## src/rtl/mips_exc_pkg.sv

```systemverilog
// Shared constants and encodings for the MIPS exception sequencer.
package mips_exc_pkg;

    localparam int unsigned XLEN      = 32;
    localparam int unsigned EXCCODE_W = 5;

    localparam logic [XLEN-1:0] EXC_VECTOR_DEFAULT = 32'h8000_0180;

    localparam logic [EXCCODE_W-1:0] EXCCODE_INT = 5'd0;
    localparam logic [EXCCODE_W-1:0] EXCCODE_RI  = 5'd10;
    localparam logic [EXCCODE_W-1:0] EXCCODE_OV  = 5'd12;

    typedef enum logic [1:0] {
        RUN   = 2'd0,
        SAVE  = 2'd1,
        REDIR = 2'd2,
        RET   = 2'd3
    } exc_state_t;

    // Which address is recorded as EPC: faulting instruction or the one after it.
    typedef enum logic {
        EPC_CUR  = 1'b0,
        EPC_NEXT = 1'b1
    } epc_sel_t;

endpackage

```

## src/rtl/exc_prio_enc.sv

```systemverilog
// Prioritises exception triggers (RI > Ov > Int > eret) and selects ExcCode / EPC source.
module exc_prio_enc
    import mips_exc_pkg::*;
(
    input  logic                 trig_ri,
    input  logic                 trig_ov,
    input  logic                 trig_int,
    input  logic                 trig_eret,
    input  logic                 exl,
    output logic                 take,
    output logic                 is_eret,
    output logic [EXCCODE_W-1:0] exc_code,
    output epc_sel_t             epc_sel
);

    always_comb begin
        take     = 1'b0;
        is_eret  = 1'b0;
        exc_code = EXCCODE_INT;
        epc_sel  = EPC_CUR;
        if (trig_ri) begin
            take     = 1'b1;
            exc_code = EXCCODE_RI;
        end else if (trig_ov) begin
            take     = 1'b1;
            exc_code = EXCCODE_OV;
        end else if (trig_int && !exl) begin
            // Interrupts return to the next instruction; masked while in the handler.
            take     = 1'b1;
            exc_code = EXCCODE_INT;
            epc_sel  = EPC_NEXT;
        end else if (trig_eret) begin
            is_eret = 1'b1;
        end
    end

endmodule

```

## src/rtl/exc_ctrl.sv

```systemverilog
// Exception sequencer: kills the faulting writeback, records EPC/Cause and
// steers the main controller to the exception vector or back to EPC.
module exc_ctrl
    import mips_exc_pkg::*;
#(
    parameter logic [XLEN-1:0] EXC_VECTOR = EXC_VECTOR_DEFAULT
) (
    input  logic            clk,
    input  logic            reset,
    input  logic            stage_id,
    input  logic            stage_ex,
    input  logic            ovf_err,
    input  logic            illegal_op,
    input  logic            eret,
    input  logic            irq,
    input  logic            instr_done,
    input  logic [XLEN-1:0] cur_pc,
    output logic            wb_kill,
    output logic            ctrl_stall,
    output logic            pc_redirect,
    output logic [XLEN-1:0] pc_target,
    output logic [XLEN-1:0] epc,
    output logic [XLEN-1:0] cause,
    output logic            exl
);

    exc_state_t           state, state_nxt;
    logic                 take, is_eret;
    logic [EXCCODE_W-1:0] exc_code;
    epc_sel_t             epc_sel;
    logic                 in_run;

    assign in_run = (state == RUN);

    exc_prio_enc u_prio (
        .trig_ri   (stage_id & illegal_op),
        .trig_ov   (stage_ex & ovf_err),
        .trig_int  (instr_done & irq),
        .trig_eret (stage_id & eret),
        .exl       (exl),
        .take      (take),
        .is_eret   (is_eret),
        .exc_code  (exc_code),
        .epc_sel   (epc_sel)
    );

    // State register
    always_ff @(posedge clk) begin
        if (reset) state <= RUN;
        else       state <= state_nxt;
    end

    // Next-state logic; triggers are only looked at in RUN
    always_comb begin
        state_nxt = state;
        case (state)
            RUN: begin
                if (take)         state_nxt = SAVE;
                else if (is_eret) state_nxt = RET;
            end
            SAVE:    state_nxt = REDIR;
            REDIR:   state_nxt = RUN;
            RET:     state_nxt = RUN;
            default: state_nxt = RUN;
        endcase
    end

    // Strobes to the main controller and PC mux
    always_comb begin
        wb_kill     = 1'b0;
        ctrl_stall  = 1'b0;
        pc_redirect = 1'b0;
        pc_target   = EXC_VECTOR;
        case (state)
            RUN:   wb_kill = take | is_eret;
            SAVE: begin
                wb_kill    = 1'b1;
                ctrl_stall = 1'b1;
            end
            REDIR: begin
                pc_redirect = 1'b1;
                ctrl_stall  = 1'b1;
            end
            RET: begin
                pc_redirect = 1'b1;
                ctrl_stall  = 1'b1;
                pc_target   = epc;
            end
            default: ;
        endcase
    end

    // EPC is frozen on nested exceptions so the outermost return address survives
    always_ff @(posedge clk) begin
        if (reset) begin
            epc   <= '0;
            cause <= '0;
            exl   <= 1'b0;
        end else if (in_run && take) begin
            cause <= XLEN'({exc_code, 2'b00});
            exl   <= 1'b1;
            if (!exl) epc <= (epc_sel == EPC_NEXT) ? cur_pc + XLEN'(4) : cur_pc;
        end else if (state == RET) begin
            exl <= 1'b0;
        end
    end

endmodule

```

## config.mk

```make
export PLATFORM = sky130hd
export DESIGN_NAME = exc_ctrl
export DESIGN_NICKNAME = d
export VERILOG_FILES = /design/src/rtl/mips_exc_pkg.sv /design/src/rtl/exc_prio_enc.sv /design/src/rtl/exc_ctrl.sv
export SDC_FILE = /design/constraint.sdc
export NUM_CORES = 1
export LEC_CHECK = 0
export BUFFER_PORTS_ARGS = -buffer_cell sky130_fd_sc_hd__buf_2
export CAP_MARGIN = 20
export CORE_UTILIZATION = 48
export CTS_CLUSTER_DIAMETER = 100
export DETAILED_ROUTE_END_ITERATION = 8
export PLACE_DENSITY_LB_ADDON = 0.12
export RECOVER_POWER = 50
export SYNTH_ARGS = -nofsm -noshare
export SYNTH_HDL_FRONTEND = slang
export SYNTH_SLANG_ARGS = --single-unit
```

## constraint.sdc

```tcl
create_clock -name clk -period 5.1 [get_ports clk]
set_input_delay 0.51 -clock clk [delete_from_list [all_inputs] [get_ports clk]]
set_output_delay 0.51 -clock clk [all_outputs]
set_load 0.02 [all_outputs]
```

# == After elaboration in Yosys (flattened, before gate mapping) ==
# Index checks and enable logic that the tools add are counted.
# totals
reg_bits,40
elab_cells,44
output_inout_bits,100
# classes
reduce_logical,8
bitwise_logic,6
eq_ne,4
mux,21
addsub,1
# ops
cell,count
two-way mux 32 bit,2
"adder 32 x 3 -> 32 bit, second input constant",1
two-way mux 1 bit,13
one-hot mux 2 bit (3 select lines),1
two-way mux 5 bit,1
AND 1 bit,4
"equality test 2 bit, second input constant",2
two-way mux 2 bit,2
two-way mux 4 bit,1
"inequality test 3 bit, second input constant",1
OR reduction 3 bit,1
"equality test 2 x 1 -> 1 bit, second input constant",1
logical AND 1 bit,2
logical NOT 2 bit,1
one-hot mux 1 bit (2 select lines),1
AND reduction 2 bit,1
nonzero test 2 bit,1
OR reduction 2 bit,1
logical NOT 1 bit,1
inverter 1 bit,1
OR 1 bit,1

# == Longest topological paths before layout ==
# Gate-level depths: netlist (run 1).
# logic_depth
depth_word,8
ltp_mapped,7
mapped_depth_nobuf,6

# == Modules after synthesis ==
# From an unflattened synthesis (run 1), not the netlist that was laid out.
# hier_totals
hier_cells,306
hier_area_um2,2561.2
# by_module_without_submodules
module,seq_area_each_um2,area_per_inst_um2,cells_per_inst,instances
exc_ctrl,800.8,2489.9,295,1
exc_prio_enc,0.0,71.3,11,1

# == Least setup slack after synthesis (run 1) ==
# OpenSTA, ideal clock, no wires.
# synth_timing
kind,input -> register
startpoint,input stage_ex
endpoint,register epc[29]
setup_slack_ns,3.181
n_path_buf,1
setup_time_ns,0.086
arrival_time_ns,1.833
path_stages,6
cell_sequence,a22o_1 -> buf_6 -> nor4_4 -> nand4_1 -> xor2_1 -> a211oi_1
# synth_between
elab_chain_cells,5
# synth_lines
item,line_no,text
"start, declared",exc_ctrl.sv:11,"input logic stage_ex,"
AND 1 bit *,exc_ctrl.sv:37,".trig_ov (stage_ex & ovf_err),"
two-way mux 1 bit,exc_prio_enc.sv:24,end else if (trig_ov) begin
two-way mux 1 bit,exc_prio_enc.sv:21,if (trig_ri) begin
logical AND 1 bit,exc_ctrl.sv:99,end else if (in_run && take) begin
AND reduction 2 bit (no source line),--,
"end signal, assigned",exc_ctrl.sv:102,if (!exl) epc <= (epc_sel == EPC_NEXT) ? cur_pc + XLEN'(4) : cur_pc;
"end, declared",exc_ctrl.sv:22,"output logic [XLEN-1:0] epc,"
# Every way passes the cells marked *; elsewhere a longest branch is shown, timed or not.
# A chain may end at the register's enable or synchronous reset.

# == Worst setup path after layout (run 1) ==
# layout_timing
startpoint,register state[1]
endpoint,output pc_target[7]
# layout_between
elab_chain_cells,2
# layout_lines
item,line_no,text
"start, declared",exc_ctrl.sv:27,"exc_state_t state, state_nxt;"
"start signal, assigned",exc_ctrl.sv:50,else state <= state_nxt;
equality test 2 bit,exc_ctrl.sv:74,case (state)
two-way mux 32 bit,exc_ctrl.sv:74,
"end, declared",exc_ctrl.sv:21,"output logic [XLEN-1:0] pc_target,"
# Every way passes these cells.

==> flow_summary.json, run 1 <==
{
  "critPathCaptureType": "output pin",
  "fin_nets": 444,
  "routed_wl_mm": 6.042,
  "finalWorstSetupSlack_ns": 2.424,
  "utilization": 0.6086,
  "ios": 141,
  "path_class": "reg2out",
  "clock_path_buffers": 2,
  "syn-mean-instance-area_um2": 8.125,
  "row_count": 25,
  "cts_tree": "yes",
  "max_freq_ghz": 0.3737,
  "wire_per_inst_um": 12.88,
  "cp_data_arrival_time_ns": 2.17,
  "pre_cts_ws_ns": 2.437,
  "synthTopCellsByCount": "and3_1, dfxtp_1, nor2_1",
  "die_w_um": 73.50,
  "dieArea_um2": 5402,
  "clkTransAtPathRegs_ns": 0.07,
  "port_buffers": 111,
  "crit_start": "state[1]$_SDFFE_PP0P_",
  "synth-seq-cells": 38,
  "fillers": 501,
  "outcome": "finished, final reports clean",
  "cts_hold_buf": 0,
  "post_cts_resized": 0,
  "ant_nets": 0,
  "clk_latency_ns": 0.29,
  "place_congestion": 0.7822,
  "cp.required_ns": 4.59,
  "synth_edf_count": 0,
  "antenna_cells": 0,
  "hp-start": "cause[3]$_SDFFE_PP0P_",
  "drv_cap": 0,
  "peakVddDrop_uv": 154.4,
  "rsz0062_at_grt": "no",
  "critPathLaunchType": "register",
  "drc": 0,
  "synthArstFlopShare": 0,
  "clock_sinks": 38,
  "slew_headroom": 0.3067,
  "hold_viol_final": 0,
  "dr.pass1.iters": 4,
  "dp_hpwl_mm": 4.310,
  "crit_fanout": 34,
  "grt_usage": 0.2206,
  "grt_pass1_wl_mm": 9.080,
  "synth_top_cell_by_area": "dfxtp_1",
  "grt_start_max_net_pins": 63,
  "yosys_warnings": 0,
  "hp-class": "reg2reg",
  "synth_top_cell_area_share": 0.3100,
  "antenna_found_initial": 0,
  "tns_ns": 0,
  "powerDensity_nw_per_um2": 278.9,
  "vias": 2362,
  "hold_slack_ns": 0.4579,
  "yosysSeqAreaShare": 0.3100,
  "cts_root_buffer": "clkbuf_8",
  "syn_to_final_growth_pct": 19.48,
  "setup_viol": 0,
  "die_y_um": 73.50,
  "netlist_instances": 302,
  "grt_pass1_vias": 1955,
  "post-route-period-util": 0.5247,
  "r2r_start": "state[1]$_SDFFE_PP0P_",
  "start_util": 0.5094,
  "placed_area_um2": 2908,
  "synth.area.top_cells": "dfxtp_1, and3_1, buf_4, a211oi_1, xor2_1",
  "cts-htree-levels": 2,
  "numCtsBuffers": 5,
  "fin_skew_ns": 0.006656,
  "drive_above_1_share": 0.2065,
  "tightest_slew_ns": 1.039,
  "p_leak_nw": 1.323,
  "synth_ff_type": "dfxtp_1",
  "final_area_um2": 2932,
  "yosysUniqueCellTypes": 36,
  "drt_iter0_markers": 78,
  "gr-total-overflow": 0,
  "drv_slew": 0,
  "via_per_inst": 5.036,
  "syn-cell-area_um2": 2454,
  "min_period_ns": 2.676,
  "core_area_um2": 4817,
  "cts_setup_buffers": 0
}
-- routing by layer --
layer  share of wire  wire length [µm]  up-vias  GRT usage
met1            0.46              2759     1052     0.2738
met4           0.014                85        0    0.08333
li1                -                 -     1211          -
met2            0.47              2833       90     0.3782
met3           0.060               364        9    0.03978
met5               0                 0        -          0
-- report_power, final --
| group | leakage, nW | switching, mW | total [mW] | internal [mW] |
|---|---|---|---|---|
| clock | 0.0383 | 0.0997 | 0.194 | 0.0941 |
| combinational | 0.970 | 0.173 | 0.249 | 0.0764 |
| sequential | 0.314 | 0.0381 | 0.374 | 0.336 |
-- final timing paths --
path	endpoint	cells past startpoint	slack, ns
setup / recovery	pc_target[7]	3	2.42
hold / removal	cause[3]$_SDFFE_PP0P_	2	0.46
setup reg to reg	epc[15]$_SDFFE_PP0P_	6	2.61
hold reg to reg	cause[3]$_SDFFE_PP0P_	2	0.46
-- kinds of logic after synthesis --
logic type      synth area share
buf+inv                   0.1290
simple gates              0.3294
other cells             0.001528
compound gates            0.1214
flops                     0.3100
fa+ha+maj               0.005099
xor+xnor                  0.1035
-- layout make-up --
type                            count  area, µm²  share of cell area
Multi-Input combinational cell    241       1489              0.5079
Sequential cell                    38      760.7              0.2595
Timing Repair Buffer              113      510.5              0.1741
Tap cell                           67      83.83             0.02860
Clock buffer                        7      76.32             0.02604
Inverter                            3      11.26            0.003841
-- cells in the final DEF, fill, tap and decap left out, types with 7 or more instances in the layout --
cell type  count
buf_2         63
clkbuf_1      50
and3_1        38
dfxtp_1       38
nor2_1        37
conb_1        29
a211oi_1      28
xor2_1        20
nand2_1       18
nand3_1       14
nand4_1       10
xnor2_1        9
a21oi_1        7
-- worst max-delay path, cell delays in order, from the launching register on --
cell and delay [ns]:
dfxtp_1 1.01, nand2_1 0.33, or2_2 0.37, buf_2 0.16
-- sequential cells by signal, indices dropped and copies added (netlist names) --
register,flops
epc,32
cause,3
state,2
exl,1
-- metrics by stage --
stage          power, mW  std cells
6_report          0.8178        469
5_1_grt           0.8662        469
4_1_cts           0.8347        468
3_5_place_dp      0.6408        461
3_3_place_gp      0.6356        461
2_1_floorplan     0.5684        330
Power figures use the tool's default switching activity.
==> run 2, diff against run 1 <==
- CORE_UTILIZATION: 48 -> 40
- clock period: 5.1 -> 2.4 ns (I/O delays scaled with it)
==> flow_summary.json, run 2 (same netlist as run 1, synthesis figures left out) <==
{
  "power_mw": 1.747,
  "setup_viol": 0,
  "regMostFlops": "epc",
  "tightest_slew_ns": 0.7113,
  "hold_slack_ns": 0.1965,
  "drt_iter0_markers": 105,
  "cp_data_arrival_time_ns": 2.12,
  "clock_sinks": 38,
  "dieArea_um2": 6451,
  "r2r-end": "epc[21]$_SDFFE_PP0P_",
  "ios": 141,
  "post_cts_resized": 0,
  "rsz0062_at_grt": "no",
  "hp-class": "in2reg",
  "fin_nets": 450,
  "powerDensity_nw_per_um2": 586.1,
  "cts_hold_buf": 0,
  "drc": 2,
  "instances_no_fill": 483,
  "switching_share": 0.3773,
  "pwr-share-comb": 0.322,
  "hold-path-cell-count": 3,
  "largest_reg_flops": 32,
  "hold_end": "epc[1]$_SDFFE_PP0P_",
  "reg2regPathDepth": 5,
  "grt_pass1_wl_mm": 9.556,
  "dp_hpwl_mm": 4.733,
  "layout_common_cells": "buf_2, clkbuf_1, and3_1, dfxtp_1, nor2_1",
  "routed_wl_mm": 6.196,
  "gr-total-overflow": 0,
  "row_count": 28,
  "reg2reg_slack_ns": 0.46,
  "crit_fanout": 9,
  "hold_viol_final": 0,
  "internal_power_mw": 1.088,
  "grt_start_max_net_pins": 39,
  "cp.required_ns": 2.59,
  "drv_slew": 0,
  "cts_root_buffer": "clkbuf_8",
  "clkTransAtPathRegs_ns": 0.07,
  "dr.pass1.iters": 6,
  "fin_skew_ns": 0.003436,
  "die_w_um": 80.32,
  "syn_to_final_growth_pct": 21.47,
  "tns_ns": 0,
  "placed_area_um2": 2970,
  "drive_above_1_share": 0.2157,
  "reg_top3": "epc x32, cause x3, state x2",
  "clk_latency_ns": 0.28,
  "port_buffers": 111,
  "path_class": "reg2reg",
  "fillers": 632,
  "place_congestion": 0.7996,
  "antenna_found_initial": 0,
  "final_common_cell": "buf_2",
  "drv_cap": 0,
  "hp-start": "cur_pc[1]",
  "cts_setup_buffers": 0,
  "vias": 2375,
  "ff_latch_area_um2": 760.7,
  "critPathCaptureType": "register",
  "cts_tree": "yes",
  "utilization": 0.5034,
  "min_period_ns": 1.939,
  "seqPwrFrac": 0.444,
  "critPathLaunchType": "register",
  "slew_headroom": 0.5258,
  "r2r_start": "exl$_SDFFE_PP0P_",
  "max_freq_ghz": 0.5158,
  "outcome": "finished with violations",
  "switching_power_mw": 0.6590,
  "ant_nets": 0,
  "violations": "DRC",
  "final_area_um2": 2980,
  "die_y_um": 80.32,
  "clock_path_buffers": 2,
  "antenna_cells": 0,
  "multi_input_area_um2": 1489,
  "wire_per_inst_um": 12.83,
  "p_leak_nw": 1.349,
  "grt_usage": 0.1929,
  "pre_cts_ws_ns": 0.3071,
  "via_per_inst": 4.917,
  "cts-htree-levels": 2,
  "post-route-period-util": 0.8078,
  "crit_start": "exl$_SDFFE_PP0P_",
  "numCtsBuffers": 5,
  "place_inst": 476,
  "finalWorstSetupSlack_ns": 0.4614,
  "p_clk_frac": 0.234,
  "grt_pass1_vias": 1968,
  "peakVddDrop_uv": 316.7,
  "start_util": 0.4144,
  "core_area_um2": 5921
}
[run 2: changes by cell type in the layout (fill, tap and decap cells not counted), sizes merged]
cell | previous run | this run
buf | 65 | 70
clkbuf | 55 | 56
[run 2: worst max path at each step]
| stage | end | cells after the start | slack, ns |
|---|---|---|---|
| after floorplan | epc[27]$_SDFFE_PP0P_ | 5 | 0.64 |
| after global placement | epc[21]$_SDFFE_PP0P_ | 6 | 0.37 |
| after detailed placement | epc[21]$_SDFFE_PP0P_ | 6 | 0.31 |
| after CTS | epc[21]$_SDFFE_PP0P_ | 5 | 0.44 |
| after global routing | epc[17]$_SDFFE_PP0P_ | 5 | 0.27 |
| final | epc[21]$_SDFFE_PP0P_ | 5 | 0.46 |
[run 2: power groups by stage]
| stage | Clock (mW) | Sequential (mW) | Combinational [mW] |
|---|---|---|---|
| final | 0.408 | 0.776 | 0.562 |
| after global routing | 0.452 | 0.791 | 0.622 |
| after CTS | 0.422 | 0.775 | 0.594 |
| after detailed placement | 0 | 0.790 | 0.593 |
| after global placement | 0 | 0.788 | 0.586 |
| after floorplan | 0 | 0.877 | 0.331 |
[run 2: critical path, stage by stage, from the launching register on]
cell,delay [ns]
dfxtp_1,0.38
nand3b_4,0.24
nor4_4,0.63
nand4_1,0.19
xor2_1,0.17
a211oi_1,0.23
[run 2: layout make-up]
cell class,instances,area share
multi-input cells,241,0.4996
flip-flops and latches,38,0.2552
repair buffers,119,0.1843
well taps,75,0.03149
clock buffers,7,0.02561
inverters,3,0.003778
[run 2: metal layers]
layer,wire (µm),global-route usage
met2,2966,0.3231
met4,37,0.03929
met5,0,0
met1,2909,0.2564
met3,282,0.03750
==> run 3, diff against run 2 <==
- CORE_UTILIZATION: 40 -> 44
- clock period: 2.4 -> 1.97 ns (I/O delays scaled with it)
==> flow_summary.json, run 3 (same netlist as run 1, synthesis figures left out) <==
{
  "outcome": "finished, final reports clean",
  "grt_pass1_wl_mm": 10.02,
  "placed_area_um2": 3042,
  "r2r-end": "epc[27]$_SDFFE_PP0P_",
  "regMostFlops": "epc",
  "path_class": "reg2out",
  "drc": 0,
  "rsz0062_at_grt": "no",
  "cp.required_ns": 1.77,
  "pre_cts_ws_ns": 0.08560,
  "grt-busiest-layer": "met2",
  "place_inst": 478,
  "ios": 141,
  "antenna_found_initial": 0,
  "ant_nets": 0,
  "clk_latency_ns": 0.29,
  "instances_no_fill": 486,
  "finalWorstSetupSlack_ns": 0.1480,
  "crit_fanout": 33,
  "internal_power_mw": 1.389,
  "p_leak_nw": 1.398,
  "fin_nets": 457,
  "cp_data_arrival_time_ns": 1.63,
  "p_clk_frac": 0.249,
  "via_per_inst": 4.965,
  "hold_viol_final": 0,
  "critPathLaunchType": "register",
  "tns_ns": 0,
  "reg2reg_slack_ns": 0.23,
  "power_mw": 2.215,
  "final_area_um2": 3072,
  "die_w_um": 76.68,
  "drt_iter0_markers": 85,
  "routed_wl_mm": 6.275,
  "powerDensity_nw_per_um2": 721.2,
  "clkTransAtPathRegs_ns": 0.07,
  "dp_hpwl_mm": 4.682,
  "pwr-share-comb": 0.328,
  "core_area_um2": 5238,
  "clock_sinks": 38,
  "min_period_ns": 1.822,
  "port_buffers": 111,
  "use_met2": 0.3545,
  "hp-start": "cur_pc[0]",
  "grt_use_met3": 0.04643,
  "dr.pass1.iters": 4,
  "cts_tree": "yes",
  "cts-htree-levels": 2,
  "post_cts_resized": 0,
  "setup_viol": 0,
  "reg_top3": "epc x32, cause x3, state x2",
  "r2r_start": "exl$_SDFFE_PP0P_",
  "utilization": 0.5865,
  "critPathCaptureType": "output pin",
  "antenna_cells": 0,
  "post-route-period-util": 0.9249,
  "drv_cap": 0,
  "dieArea_um2": 5879,
  "use_met1": 0.2725,
  "hold_slack_ns": 0.1378,
  "hold-path-cell-count": 3,
  "grt_pass1_vias": 2153,
  "vias": 2413,
  "reg2regPathDepth": 5,
  "max_freq_ghz": 0.5488,
  "layout_common_cells": "buf_2, clkbuf_1, and3_1, dfxtp_1, nor2_1",
  "cts_root_buffer": "clkbuf_8",
  "place_congestion": 0.7946,
  "wire_per_inst_um": 12.91,
  "drv_slew": 0,
  "largest_reg_flops": 32,
  "hp-class": "in2reg",
  "clock_path_buffers": 2,
  "row_count": 26,
  "hold_end": "epc[0]$_SDFFE_PP0P_",
  "drive_above_1_share": 0.2332,
  "switching_power_mw": 0.8259,
  "start_util": 0.4685,
  "cts_hold_buf": 0,
  "numCtsBuffers": 5,
  "syn_to_final_growth_pct": 25.19,
  "switching_share": 0.3728,
  "gr-total-overflow": 0,
  "die_y_um": 76.68,
  "grt_usage": 0.2111,
  "final_common_cell": "buf_2",
  "grt_start_max_net_pins": 34,
  "peakVddDrop_uv": 482.2,
  "seqPwrFrac": 0.423,
  "cts_setup_buffers": 0,
  "fin_skew_ns": 0.003923
}
## run 3: changes by cell type in the layout (fill, tap and decap cells not counted), sizes merged
cell / before / now
clkinv: 0 / 1
buf: 70 / 77
## run 3: worst max path at each step
stage	from	end	slack, ns	cells after the start
after floorplan	exl$_SDFFE_PP0P_	epc[27]$_SDFFE_PP0P_	0.21	5
after global placement	stage_ex	epc[27]$_SDFFE_PP0P_	0.14	6
after detailed placement	stage_ex	epc[27]$_SDFFE_PP0P_	0.09	6
after CTS	state[1]$_SDFFE_PP0P_	pc_target[31]	0.1	4
after global routing	state[1]$_SDFFE_PP0P_	pc_target[31]	0.005	4
final	state[1]$_SDFFE_PP0P_	pc_target[31]	0.15	4
## run 3: routing by layer
layer  part of all wire  vias to the layer above  routed length, µm
met5                  0                        -                  0
met1               0.47                     1089               2923
li1                   -                     1238                  -
met2               0.47                       80               2971
met4             0.0089                        0                 56
met3              0.052                        6                324
## run 3: final cells by class
class	count	area (µm²)
fill	544	2166
multi-input combinational	241	1489
sequential	38	760.7
timing repair buffer	126	631.9
tap	70	87.58
clock buffer	7	86.33
inverter	3	11.26
clock inverter	1	5.005
## run 3: critical path, stage by stage, from the launching register on
cell,delay (ns)
dfxtp_1,0.34
buf_4,0.31
nand2_1,0.21
or2_2,0.31
buf_2,0.16
## run 3: power by group through the flow
stage	clock [mW]	combinational, mW	sequential (mW)
floorplan	0	0.403	1.07
global placement	0	0.748	0.948
detailed placement	0	0.755	0.952
CTS	0.570	0.757	0.935
global route	0.604	0.800	0.952
finish	0.552	0.726	0.938
